==> src/rtl/uart_handler_pkg.sv <==
// Shared definitions for the UART input/output handler pair: character
// constants used by the ASCII front end and the common state encoding.
package uart_handler_pkg;

  localparam logic [7:0] CHAR_L       = 8'h4C;
  localparam logic [7:0] CHAR_0       = 8'h30;
  localparam logic [7:0] CHAR_A_UPPER = 8'h41;
  localparam logic [7:0] CHAR_A_LOWER = 8'h61;

  // Number of hex characters in each fixed-size field of a frame
  localparam logic [3:0] COUNT_NIBBLES   = 4'd4;
  localparam logic [3:0] COMMAND_NIBBLES = 4'd4;
  localparam logic [3:0] ADDRESS_NIBBLES = 4'd8;
  localparam logic [3:0] DATA_NIBBLES    = 4'd8;

  typedef enum logic [2:0] {
    IDLE         = 3'd0,
    READ_COUNT   = 3'd1,
    READ_COMMAND = 3'd2,
    READ_ADDRESS = 3'd3,
    READ_DATA    = 3'd4
  } state_t;

endpackage

==> src/rtl/uart_input_handler_if.sv <==
// Byte stream in from the UART receiver and parsed frame fields out to the
// wishbone master handler. 'byte' is a reserved word, so the received
// character is carried on rx_byte.
interface uart_input_handler_if;

  logic [7:0]  rx_byte;
  logic        byte_available;
  logic [15:0] command;
  logic [31:0] address;
  logic [31:0] data;
  logic [15:0] data_count;
  logic        command_en;
  logic        data_en;
  logic        finished;
  logic        error;
  logic        busy;

  // Byte source side (UART receiver / testbench)
  modport master (
    output rx_byte, byte_available,
    input  command, address, data, data_count,
    input  command_en, data_en, finished, error, busy
  );

  // Parser side (uart_input_handler)
  modport slave (
    input  rx_byte, byte_available,
    output command, address, data, data_count,
    output command_en, data_en, finished, error, busy
  );

endinterface

==> src/rtl/uart_input_handler_ascii_hex_decoder.sv <==
// Combinational ASCII hex character decoder: reports whether the character
// is a legal hex digit (either letter case) and its 4-bit value.
module ascii_hex_decoder
  import uart_handler_pkg::*;
(
  input  logic [7:0] ch,
  output logic       legal,
  output logic [3:0] nibble
);

  // Classify the character into digit / upper / lower hex ranges
  always_comb begin
    legal  = 1'b0;
    nibble = 4'h0;
    if (ch >= CHAR_0 && ch <= CHAR_0 + 8'd9) begin
      legal  = 1'b1;
      nibble = 4'(ch - CHAR_0);
    end else if (ch >= CHAR_A_UPPER && ch <= CHAR_A_UPPER + 8'd5) begin
      legal  = 1'b1;
      nibble = 4'(ch - CHAR_A_UPPER + 8'd10);
    end else if (ch >= CHAR_A_LOWER && ch <= CHAR_A_LOWER + 8'd5) begin
      legal  = 1'b1;
      nibble = 4'(ch - CHAR_A_LOWER + 8'd10);
    end
  end

endmodule

==> src/rtl/uart_input_handler.sv <==
// Parses 'L' framed hex commands from the UART receiver into command,
// address, data_count and a stream of 32-bit data words, with single-cycle
// strobes for the wishbone master handler. Illegal characters and mid-frame
// silence abort the frame with an error pulse.
module uart_input_handler
  import uart_handler_pkg::*;
#(
  parameter int unsigned TIMEOUT = 32'd1_000_000
) (
  input logic                clk,
  input logic                rst,
  uart_input_handler_if.slave bus
);

  localparam int TIMER_W = $clog2(TIMEOUT) + 1;

  state_t             state;
  logic [3:0]         nib_cnt;
  logic [15:0]        remaining;
  logic [TIMER_W-1:0] timer;
  logic               first_word;
  logic [31:0]        data_acc;

  logic [15:0] command;
  logic [31:0] address;
  logic [31:0] data;
  logic [15:0] data_count;
  logic        command_en;
  logic        data_en;
  logic        finished;
  logic        error;

  logic       legal;
  logic [3:0] nibble;
  logic       timeout_hit;

  ascii_hex_decoder u_decoder (
    .ch     (bus.rx_byte),
    .legal  (legal),
    .nibble (nibble)
  );

  // The abort fires on the edge where the idle count reaches TIMEOUT-1; an
  // arriving byte always takes precedence over expiry.
  assign timeout_hit = (state != IDLE) && !bus.byte_available &&
                       (timer + 1'b1 == TIMER_W'(TIMEOUT - 32'd1));

  // Idle-cycle counter, only running while a frame is in progress
  always_ff @(posedge clk) begin
    if (rst || bus.byte_available || state == IDLE || timeout_hit) begin
      timer <= '0;
    end else begin
      timer <= timer + 1'b1;
    end
  end

  // Frame parser FSM with registered fields and strobes
  always_ff @(posedge clk) begin
    command_en <= 1'b0;
    data_en    <= 1'b0;
    finished   <= 1'b0;
    error      <= 1'b0;
    if (rst) begin
      state      <= IDLE;
      nib_cnt    <= 4'd0;
      remaining  <= 16'd0;
      first_word <= 1'b0;
      data_acc   <= 32'd0;
      command    <= 16'd0;
      address    <= 32'd0;
      data       <= 32'd0;
      data_count <= 16'd0;
    end else if (bus.byte_available) begin
      if (state == IDLE) begin
        if (bus.rx_byte == CHAR_L) begin
          nib_cnt <= 4'd0;
          state   <= READ_COUNT;
        end
      end else if (!legal) begin
        error   <= 1'b1;
        nib_cnt <= 4'd0;
        state   <= IDLE;
      end else begin
        nib_cnt <= nib_cnt + 4'd1;
        case (state)
          READ_COUNT: begin
            data_count <= {data_count[11:0], nibble};
            if (nib_cnt == COUNT_NIBBLES - 4'd1) begin
              nib_cnt <= 4'd0;
              state   <= READ_COMMAND;
            end
          end
          READ_COMMAND: begin
            command <= {command[11:0], nibble};
            if (nib_cnt == COMMAND_NIBBLES - 4'd1) begin
              nib_cnt <= 4'd0;
              state   <= READ_ADDRESS;
            end
          end
          READ_ADDRESS: begin
            address <= {address[27:0], nibble};
            if (nib_cnt == ADDRESS_NIBBLES - 4'd1) begin
              nib_cnt    <= 4'd0;
              remaining  <= data_count;
              first_word <= 1'b1;
              data_acc   <= 32'd0;
              state      <= READ_DATA;
            end
          end
          READ_DATA: begin
            data_acc <= {data_acc[27:0], nibble};
            if (nib_cnt == DATA_NIBBLES - 4'd1) begin
              nib_cnt    <= 4'd0;
              data       <= {data_acc[27:0], nibble};
              data_en    <= 1'b1;
              command_en <= first_word;
              first_word <= 1'b0;
              if (remaining != 16'd0) begin
                remaining <= remaining - 16'd1;
                data_acc  <= 32'd0;
              end else begin
                finished <= 1'b1;
                state    <= IDLE;
              end
            end
          end
          default: begin
            state <= IDLE;
          end
        endcase
      end
    end else if (timeout_hit) begin
      error   <= 1'b1;
      nib_cnt <= 4'd0;
      state   <= IDLE;
    end
  end

  assign bus.command    = command;
  assign bus.address    = address;
  assign bus.data       = data;
  assign bus.data_count = data_count;
  assign bus.command_en = command_en;
  assign bus.data_en    = data_en;
  assign bus.finished   = finished;
  assign bus.error      = error;
  assign bus.busy       = (state != IDLE);

endmodule

==> src/flat_wrapper.sv <==
// flat-port wrapper written by rule: the top's interface ports become plain ports
module uart_input_handler_flat import uart_handler_pkg::*;
#(
  parameter int unsigned TIMEOUT = 32'd1_000_000
)
  (clk, rst, bus_rx_byte, bus_byte_available, bus_command, bus_address, bus_data, bus_data_count, bus_command_en, bus_data_en, bus_finished, bus_error, bus_busy);
  uart_input_handler_if bus_i ();
  input logic clk;
  input logic rst;
  input wire logic [$bits(bus_i.rx_byte)-1:0] bus_rx_byte;
  input wire logic [$bits(bus_i.byte_available)-1:0] bus_byte_available;
  output wire logic [$bits(bus_i.command)-1:0] bus_command;
  output wire logic [$bits(bus_i.address)-1:0] bus_address;
  output wire logic [$bits(bus_i.data)-1:0] bus_data;
  output wire logic [$bits(bus_i.data_count)-1:0] bus_data_count;
  output wire logic [$bits(bus_i.command_en)-1:0] bus_command_en;
  output wire logic [$bits(bus_i.data_en)-1:0] bus_data_en;
  output wire logic [$bits(bus_i.finished)-1:0] bus_finished;
  output wire logic [$bits(bus_i.error)-1:0] bus_error;
  output wire logic [$bits(bus_i.busy)-1:0] bus_busy;
  assign bus_i.rx_byte = bus_rx_byte;
  assign bus_i.byte_available = bus_byte_available;
  assign bus_command = bus_i.command;
  assign bus_address = bus_i.address;
  assign bus_data = bus_i.data;
  assign bus_data_count = bus_i.data_count;
  assign bus_command_en = bus_i.command_en;
  assign bus_data_en = bus_i.data_en;
  assign bus_finished = bus_i.finished;
  assign bus_error = bus_i.error;
  assign bus_busy = bus_i.busy;
  uart_input_handler #(.TIMEOUT(TIMEOUT)) u_core (.clk(clk), .rst(rst), .bus(bus_i));
endmodule
==> config.mk <==
export PLATFORM = sky130hd
export DESIGN_NAME = uart_input_handler_flat
export DESIGN_NICKNAME = d
export VERILOG_FILES = /design/src/rtl/uart_handler_pkg.sv /design/src/rtl/uart_input_handler_if.sv /design/src/rtl/uart_input_handler_ascii_hex_decoder.sv /design/src/rtl/uart_input_handler.sv /design/src/flat_wrapper.sv
export SDC_FILE = /design/constraint.sdc
export NUM_CORES = 1
export LEC_CHECK = 0
export BUFFER_PORTS_ARGS = -buffer_cell sky130_fd_sc_hd__clkbuf_2
export CAP_MARGIN = 15
export CORE_AREA = 2 2 117 119
export DETAILED_ROUTE_END_ITERATION = 7
export DIE_AREA = 0 0 119 121
export PLACE_DENSITY = 0.79
export SLEW_MARGIN = 25
export SYNTH_ARGS = -nofsm -noshare
export SYNTH_HDL_FRONTEND = slang
export SYNTH_HIERARCHICAL = 1
export SYNTH_SLANG_ARGS = --single-unit
export TNS_END_PERCENT = 10
==> constraint.sdc <==
create_clock -name clk -period 3.9 [get_ports clk]
set_input_delay 0.39 -clock clk [delete_from_list [all_inputs] [get_ports clk]]
set_output_delay 0.39 -clock clk [all_outputs]
set_load 0.005 [all_outputs]
==> metrics.md, run 1 <==
| Metric | Value |
|---|---|
| First-pass GRT wire length | `28170 µm` |
| Adder-cell share of the synthesized area | `1.367%` |
| Max transition margin | `46.47%` |
| Async set-or-reset flop fraction in the synthesized netlist | `0%` |
| Vert. Die Dim | `121 µm` |
| CTS Buffer Depth | `2` |
| Status | `finished, final reports clean` |
| Crit-path cells | `ha_1, nand4_1, nor3_1, o21a_1, o211ai_1, nor4_1, o32ai_1` |
| Filler instances | `1128` |
| Number of flops mapped to enable cells by yosys | `0` |
| Fin cells | `1188` |
| Netlist cell types | `58` |
| Avg Inst Size Synth | `7.970 µm²` |
| Nets | `1019` |
| Seq cells post-synth | `173` |
| Worst path slowest cell | `nor4_1` |
| Worst hold path type | `input pin to flip-flop` |
| Family with the most delay on the worst path | `simple AND/OR/NAND/NOR gates` |
| Hold_sp | `bus_byte_available` |
| Post-route DRC | `0` |
| Drt pass-1 iters | `5` |
| Setup TNS Final | `0 ps` |
| Crit-path max cell delay | `700 ps` |
| Later-pin clock latency in the skew report | `420 ps` |
| Crit path buffers/inverters | `0` |
| Top Ports | `112` |
| Seq/Total Area, Yosys | `47.28%` |
| Multi-input gate area | `3577 µm²` |
| Initial DRC count | `479` |
| Synth Flop Type | `dfxtp_1` |
| CTS tree | `built` |
| # H-tree levels | `4` |
| Final cycle utilization of the critical path | `76.78%` |
| Slew Viols, Final | `0` |
| Arrival time worst endpoint | `3260 ps` |
| Vias in the first global route | `5891` |
| Share of cells above drive strength 1 | `17.00%` |
| Leading cell type in the layout, fill and taps excluded | `nand2_1` |
| Mapped Nets | `938` |
| Cell Pwr Density | `402.6 nW/µm²` |
| PortBufs | `111` |
| Largest net degree at the start of global routing | `80` |
| Post-Syn Area | `7325 µm²` |
| LEAKAGE | `0.003156 µW` |
| Initial Utilization | `55.98%` |
| Most frequent cells in the layout | `234 x nand2_1, 173 x dfxtp_1, 124 x a21oi_1, 110 x clkbuf_2, 63 x nor2_1` |
| Unrepaired setup endpoints after global routing | `no` |
| GPL Wtd Cong | `0.8983` |
| Num CTS Buffers | `17` |
| Core Area | `13090 µm²` |
| Compound-Gate Fraction of Synth Area | `18.55%` |
| Critical path required time | `4170 ps` |
| CTS root buffer | `clkbuf_16` |
| Die Span X | `119 µm` |
| Worst-path clk slew | `60 ps` |
| Post-CTS Repair Setup Buffers | `0` |
| Post-Place Cells | `1157` |
| Cell count after synthesis | `919` |
| Sink Count | `173` |
| Final setup viols | `0` |
| Maxcap violations | `0` |
| Antenna violations before repair | `0` |
| Detailed Route WL | `17100 µm` |
| Post-cts sizing count | `0` |
| Worst Clk Skew | `7.327 ps` |
| ANT cells | `0` |
| Synth Area in Simple Gates | `26.05%` |
| Final hold violations | `0` |
| Gr usage total | `23.80%` |
| Worst Setup SP | `u_core/timer[0]` |
| WL per Instance | `14.39 µm` |
| Dpl ws | `1010 ps` |
| Area Growth Syn to Fin | `16.48%` |
| CP Max Fanout | `7` |
| Number of routed nets with antenna violations | `0` |
| Hpwl dp | `11130 µm` |
| Worst IR Drop VDD | `0.2899 mV` |
| Grt ovf | `0` |
| Final worst path period need | `2995 ps` |
| FP Rows | `42` |
| PnR worst setup slack | `905.5 ps` |
| Crit end category | `flip-flop` |
| XOR/XNOR share of the synthesized area | `2.631%` |
| # hold bufs at CTS | `0` |
| Fin Hold WS | `408.1 ps` |
| Worst r2r src | `u_core/timer[0]` |
| Vias | `6669` |
| Largest family of logic cells by synthesized area | `simple AND/OR/NAND/NOR gates` |
| Vias/cell | `5.614` |
| Worst-margin pin slew | `803.0 ps` |
| Sequential cell area | `3463 µm²` |
| Power Total | `3435 µW` |
| Die area | `14400 µm²` |
| Yosys warnings | `6` |
| Mux share of post-synthesis cell area | `0%` |
| Worst setup SP type | `flip-flop` |
| Worst setup path category | `flip-flop to flip-flop` |
| Achievable Freq | `333.9 MHz` |
[cells in the mapped netlist, types with 2 or more instances]
cell / n / share of area, %
a211o_1: 3 / 0.36
a211oi_1: 7 / 0.72
a21boi_0: 2 / 0.20
a21o_1: 2 / 0.20
a21oi_1: 125 / 8.5
a22oi_1: 30 / 3.1
and2_1: 6 / 0.51
and3_1: 6 / 0.51
buf_2: 4 / 0.27
clkbuf_1: 56 / 2.9
dfxtp_1: 173 / 47
ha_1: 8 / 1.4
inv_1: 16 / 0.82
nand2_1: 234 / 12
nand2b_1: 5 / 0.43
nand3_1: 20 / 1.4
nand4_1: 7 / 0.60
nand4b_1: 2 / 0.24
nor2_1: 65 / 3.3
nor2b_1: 5 / 0.43
nor3_1: 25 / 1.7
nor3b_1: 4 / 0.41
nor4_1: 13 / 1.1
nor4_4: 3 / 0.87
nor4b_1: 3 / 0.36
o211ai_1: 3 / 0.31
o21a_1: 2 / 0.20
o21ai_0: 14 / 0.96
o21bai_1: 2 / 0.20
o22ai_1: 2 / 0.17
o31ai_1: 7 / 0.72
o32ai_1: 11 / 1.3
or2_2: 3 / 0.26
or3_1: 5 / 0.43
or4_1: 3 / 0.31
xnor2_1: 13 / 1.6
xor2_1: 9 / 1.1
[final timing paths]
path,slack [ps],endpoint,depth (start not counted)
max,910,u_core/state[2],7
min reg2reg,450,u_core/bus.address[30],2
max reg2reg,910,u_core/state[2],7
min,410,u_core/timer[0],3
[sequential cells by signal (all words and copies together) (netlist names)]
register               count
u_core/bus.address        32
u_core/bus.data           32
u_core/bus.error           1
u_core/bus.finished        1
u_core/bus.data_en         1
u_core/nib_cnt             4
u_core/remaining          16
u_core/data_acc           28
u_core/state               3
u_core/bus.command_en      1
u_core/first_word          1
u_core/bus.command        16
u_core/timer              21
u_core/bus.data_count     16
[worst min-delay path: stages]
cell      delay (ps)
clkbuf_2         170
or2_2            170
nor4_1            50
[cell type report]
cell class	count	area share [%]
Clock buffer	20	5.353
Inverter	16	0.7039
Clock inverter	11	1.247
Timing Repair Buffer	123	7.596
Tap cell	176	2.581
Multi-Input combinational cell	669	41.93
Sequential cell	173	40.59
[metal layers]
metal	vias to the layer above	track usage (%)	part of all wire (%)
met1	3083	32.53	47
met4	0	8.185	1.3
met2	226	37.82	46
li1	3343	-	-
met3	17	4.558	6.2
met5	-	0	0
[power by group]
group | switching (µW) | internal, µW
clock | 696 | 916
combinational | 42.9 | 13.0
sequential | 0.0692 | 1770
[logic make-up after synthesis]
group / count (synthesis)
AO/OA/AOI/OAI: 222
XOR/XNOR: 22
buffers and inverters: 77
flip-flops: 173
adder cells (fa/ha/maj): 8
AND/OR/NAND/NOR: 417
[stage by stage]
step / utilization (%) / instance area [µm²]
2_1_floorplan: - / 7325
3_3_place_gp: 60.90 / 7969
3_5_place_dp: 60.90 / 7969
4_1_cts: 65.20 / 8532
5_1_grt: 65.20 / 8532
6_report: 65.20 / 8532
No activity file was read; power rests on OpenSTA's default activity.
==> run 2: changes to the inputs <==
--- a/config.mk
+++ b/config.mk
@@ -7,10 +7,10 @@
 export LEC_CHECK = 0
 export BUFFER_PORTS_ARGS = -buffer_cell sky130_fd_sc_hd__clkbuf_2
 export CAP_MARGIN = 15
-export CORE_AREA = 2 2 117 119
+export CORE_AREA = 2 2 123 125
 export DETAILED_ROUTE_END_ITERATION = 7
-export DIE_AREA = 0 0 119 121
-export PLACE_DENSITY = 0.79
+export DIE_AREA = 0 0 125 127
+export PLACE_DENSITY = 0.75
 export SLEW_MARGIN = 25
 export SYNTH_ARGS = -nofsm -noshare
 export SYNTH_HDL_FRONTEND = slang
==> constraint.sdc (replaced) <==
create_clock -name clk -period 2.5 [get_ports clk]
set_input_delay 0.25 -clock clk [delete_from_list [all_inputs] [get_ports clk]]
set_output_delay 0.25 -clock clk [all_outputs]
set_load 0.005 [all_outputs]
==> metrics.md, run 2 (synthesis results as in run 1) <==
| Metric | Value |
|---|---|
| Final worst path period need | `2332 ps` |
| Die area | `15880 µm²` |
| Sink Count | `173` |
| Vert. Die Dim | `127 µm` |
| Worst IR Drop VDD | `0.4630 mV` |
| Worst hold path type | `input pin to flip-flop` |
| FP Rows | `44` |
| Multi-input gate area | `3600 µm²` |
| Critical path required time | `2870 ps` |
| Hpwl dp | `11660 µm` |
| CTS root buffer | `clkbuf_16` |
| # H-tree levels | `4` |
| Post-route DRC | `0` |
| LEAKAGE | `0.003360 µW` |
| GPL Wtd Cong | `0.8593` |
| Initial DRC count | `439` |
| Filler instances | `1307` |
| Share of cells above drive strength 1 | `20.23%` |
| Maxcap violations | `0` |
| Final hold violations | `0` |
| Vias | `6739` |
| Worst path slowest cell | `or4_4` |
| Worst-path clk slew | `60 ps` |
| Sequential cell area | `3466 µm²` |
| Most used cell, CP | `buf_4` |
| Achievable Freq | `428.8 MHz` |
| Initial Utilization | `50.78%` |
| Worst setup SP type | `flip-flop` |
| Num CTS Buffers | `17` |
| Arrival time worst endpoint | `2700 ps` |
| Largest regs | `u_core/bus.address x32, u_core/bus.data x32, u_core/data_acc x28` |
| WL per Instance | `14.23 µm` |
| Later-pin clock latency in the skew report | `430 ps` |
| Fin cells | `1232` |
| Crit-path max cell delay | `550 ps` |
| Worst-margin pin slew | `698.7 ps` |
| Vias/cell | `5.470` |
| ANT cells | `0` |
| Die Span X | `125 µm` |
| Most frequent cells in the layout | `234 x nand2_1, 171 x dfxtp_1, 124 x a21oi_1, 110 x clkbuf_2, 63 x nor2_1` |
| Worst Clk Skew | `13.13 ps` |
| Final design utilization | `61.73%` |
| CTS Buffer Depth | `2` |
| Max transition margin | `53.42%` |
| Worst setup path category | `flip-flop to flip-flop` |
| Cell Pwr Density | `610.4 nW/µm²` |
| Slew Viols, Final | `0` |
| CP Max Fanout | `5` |
| Gr usage total | `21.92%` |
| Top Ports | `112` |
| Post-Place Cells | `1200` |
| Drt pass-1 iters | `5` |
| Leading cell type in the layout, fill and taps excluded | `nand2_1` |
| Crit end category | `flip-flop` |
| Power Total | `5434 µW` |
| Nets | `1054` |
| Family with the most delay on the worst path | `simple AND/OR/NAND/NOR gates` |
| Grt ovf | `0` |
| First-pass GRT wire length | `29040 µm` |
| CTS tree | `built` |
| Unrepaired setup endpoints after global routing | `no` |
| Detailed Route WL | `17540 µm` |
| Area Growth Syn to Fin | `21.56%` |
| Crit path buffers/inverters | `2` |
| Final setup viols | `0` |
| Final cycle utilization of the critical path | `93.27%` |
| Antenna violations before repair | `0` |
| Crit-path cells | `ha_2, buf_4, nand2_1, o31ai_1, a21oi_1, or4_4, nor4_4, buf_4, o21a_1` |
| # hold bufs at CTS | `0` |
| Number of routed nets with antenna violations | `0` |
| Largest net degree at the start of global routing | `152` |
| Status | `finished, final reports clean` |
| PnR worst setup slack | `168.1 ps` |
| Core Area | `14420 µm²` |
| PortBufs | `111` |
| Dpl ws | `5.186 ps` |
| Vias in the first global route | `6027` |
==> run 2: cell count changes in the layout (fill, tap and decap cells not counted), sizes merged <==
cell / change
buf: +35
clkinvlp: -2
inv: +3
==> run 2: layout make-up <==
class	instances	share of cell area, %
Clock buffer	20	5.017
Clock inverter	12	1.391
Inverter	16	0.6745
Multi-Input combinational cell	669	40.43
Sequential cell	173	38.93
Tap cell	184	2.586
Timing Repair Buffer	158	10.98
==> run 2: per-stage QoR <==
stage | instance area (µm²) | setup TNS (ps) | hold slack [ps]
after floorplan | 7336 | -376.0 | 430.7
after global placement | 8304 | 0 | 441.7
after detailed placement | 8304 | 0 | 447.1
after CTS | 8875 | 0 | 259.0
after global routing | 8904 | 0 | 271.2
final | 8904 | 0 | 276.7
==> run 2: where the power goes <==
part	internal (µW)	switching, µW	total (µW)
clock network	1430	1150	2580
registers	2750	0.0268	2750
logic	29.9	69.8	99.6
total	4210	1220	5430
==> run 2: final timing paths <==
path,startpoint,to,slack (ps),cells past startpoint
worst max-delay path,u_core/timer[0],u_core/bus.error,170,9
worst min-delay path,bus_byte_available,u_core/state[0],280,4
worst max register to register,u_core/timer[0],u_core/bus.error,170,9
worst min register to register,u_core/bus.address[31],u_core/bus.address[31],450,2
==> run 2: tightest hold or removal path: stages <==
cell and delay [ps]:
clkbuf_2 170, nand3_1 90, or3_1 90, o21ai_1 50
==> run 2: what timing repair did <==
action	CTS	global route
gates resized for setup	0	7
setup endpoints to repair	0	17
setup buffers	0	0
==> run 2: per-layer routing <==
layer  vias up  global-route usage (%)  routed length (µm)
met5         -                       0                   0
met3        13                   5.235                1027
met1      3117                   30.39                8265
li1       3410                       -                   -
met4         0                   6.471                 182
met2       199                   34.24                8060
==> run 3: changes to the inputs <==
--- a/config.mk
+++ b/config.mk
@@ -10,7 +10,8 @@
 export CORE_AREA = 2 2 123 125
 export DETAILED_ROUTE_END_ITERATION = 7
 export DIE_AREA = 0 0 125 127
-export PLACE_DENSITY = 0.75
+export GPL_TIMING_DRIVEN = 0
+export PLACE_DENSITY = 0.72
 export SLEW_MARGIN = 25
 export SYNTH_ARGS = -nofsm -noshare
 export SYNTH_HDL_FRONTEND = slang
==> metrics.md, run 3 (synthesis results as in run 1) <==
| Metric | Value |
|---|---|
| Hpwl dp | `13520 µm` |
| Area Growth Syn to Fin | `23.42%` |
| Arrival time worst endpoint | `2760 ps` |
| LEAKAGE | `0.003420 µW` |
| Top Ports | `112` |
| Sequential power share | `48.2%` |
| FP Rows | `44` |
| Die area | `15880 µm²` |
| Hold Path Stages | `2` |
| Slew Viols, Final | `0` |
| Crit-path cells | `nand3_4, nor4_4, xnor2_2, or4_4, nor4_4, buf_4, nor3_1` |
| Critical path required time | `2800 ps` |
| Crit end category | `flip-flop` |
| CTS Buffer Depth | `2` |
| Post-route DRC | `0` |
| Hold_sp | `rst` |
| GPL Wtd Cong | `0.8972` |
| Maxcap violations | `0` |
| Crit-path max cell delay | `580 ps` |
| Post-Place Cells | `1213` |
| Cell Pwr Density | `631.0 nW/µm²` |
| Gr usage total | `24.14%` |
| GR Util met2 | `38.78%` |
| Vias | `7054` |
| Worst Clk Skew | `13.77 ps` |
| Sink Count | `173` |
| First-pass GRT wire length | `31640 µm` |
| Final cycle utilization of the critical path | `98.40%` |
| Die Span X | `125 µm` |
| Vias in the first global route | `6255` |
| Leading cell type in the layout, fill and taps excluded | `nand2_1` |
| NetSw | `1295 µW` |
| Sw frac | `22.70%` |
| Final setup viols | `0` |
| Max transition margin | `31.42%` |
| CTS tree | `built` |
| Later-pin clock latency in the skew report | `430 ps` |
| Status | `finished, final reports clean` |
| Worst-margin pin slew | `1018 ps` |
| Detailed Route WL | `19830 µm` |
| Vert. Die Dim | `127 µm` |
| Achievable Freq | `406.5 MHz` |
| Largest regs | `u_core/bus.address x32, u_core/bus.data x32, u_core/data_acc x28` |
| Cell Int Power | `4409 µW` |
| Initial Utilization | `50.78%` |
| Most used cell, CP | `nor4_4` |
| Initial DRC count | `490` |
| # H-tree levels | `4` |
| WL per Instance | `15.81 µm` |
| Share of cells above drive strength 1 | `19.81%` |
| Worst setup SP type | `flip-flop` |
| Final worst path period need | `2460 ps` |
| Antenna violations before repair | `0` |
| Final design utilization | `62.67%` |
| Unrepaired setup endpoints after global routing | `yes` |
| GR Util met3 | `4.816%` |
| Gate power share | `1.9%` |
| CP Max Fanout | `5` |
| ANT cells | `0` |
| Busiest layer in global routing | `met2` |
| Core Area | `14420 µm²` |
| Largest net degree at the start of global routing | `19` |
| CTS root buffer | `clkbuf_16` |
| Final hold violations | `0` |
| Grt met1 use | `33.68%` |
| Drt pass-1 iters | `5` |
| Worst setup path category | `flip-flop to flip-flop` |
| Worst r2r src | `u_core/timer[7]` |
| Dpl ws | `-829.1 ps` |
| Hold endpoint | `u_core/bus.data_en` |
| Nets | `1076` |
| R2R cell count | `7` |
| Fin Hold WS | `236.6 ps` |
| Grt ovf | `0` |
| Reg2reg end | `u_core/timer[4]` |
| Number of routed nets with antenna violations | `0` |
| Most frequent cells in the layout | `234 x nand2_1, 169 x dfxtp_1, 123 x a21oi_1, 122 x clkbuf_2, 62 x nor2_1` |
| Worst-path clk slew | `70 ps` |
| Worst hold path type | `input pin to flip-flop` |
| PortBufs | `110` |
| Reg2reg setup slack | `40 ps` |
| Fin cells | `1254` |
| Worst path slowest cell | `or4_4` |
| Vias/cell | `5.625` |
| Clock Power Share | `49.8%` |
| Num CTS Buffers | `17` |
| Worst IR Drop VDD | `0.4793 mV` |
| PnR worst setup slack | `40.02 ps` |
[run 3: layout make-up]
| type | count | area, µm² |
|---|---|---|
| flip-flops and latches | 173 | 3473 |
| well taps | 184 | 230.2 |
| plain buffers | 58 | 260.3 |
| repair buffers | 122 | 645.6 |
| clock inverters | 15 | 221.5 |
| inverters | 16 | 60.06 |
| fillers | 1306 | 5384 |
| clock buffers | 17 | 425.4 |
| multi-input cells | 669 | 3724 |
[run 3: power groups by stage]
stage | clock network (µW) | logic, µW | registers (µW)
after floorplan | 0 | 56.8 | 2820
after global placement | 0 | 99.6 | 2820
after detailed placement | 0 | 101 | 2820
after CTS | 2880 | 106 | 2750
after global routing | 3010 | 118 | 2750
final | 2840 | 109 | 2750
[run 3: stage by stage]
| step | TNS, ps | cell area [µm²] | power (µW) |
|---|---|---|---|
| finish | 0 | 9040 | 5704 |
| global placement | -62350 | 8117 | 2917 |
| floorplan | -376.0 | 7336 | 2874 |
| CTS | -52.05 | 8870 | 5745 |
| detailed placement | -70460 | 8117 | 2918 |
| global route | -692.4 | 9040 | 5876 |
[run 3: how the worst max path moves through the flow]
stage	start	endpoint	slack, ps	depth (start not counted)
2_1_floorplan	bus_rx_byte[7]	u_core/remaining[11]	-60	11
3_3_place_gp	bus_rx_byte[3]	u_core/remaining[1]	-780	11
3_5_place_dp	bus_rx_byte[3]	u_core/remaining[1]	-830	11
4_1_cts	bus_rx_byte[3]	u_core/bus.command[14]	-10	11
5_1_grt	bus_rx_byte[0]	u_core/bus.command[9]	-40	13
6_report	u_core/timer[7]	u_core/timer[4]	40	7
[run 3: metal layers]
layer	vias to the layer above	wire [µm]
li1	3457	-
met1	3312	9074
met2	255	9292
met3	30	1187
met4	0	276
met5	-	0
[run 3: what timing repair did]
action,CTS,global route
gates resized for setup,20,47
hold buffers,0,0
pin swaps,6,10
setup buffers,5,6
setup endpoints to repair,136,127
cloned,0,1
[run 3: critical path: cells and delay by family (launching register included)]
kind          cells  cell delay [ps]
simple gates      5             1510
flops             1              480
buf+inv           1              220
xor+xnor          1              120
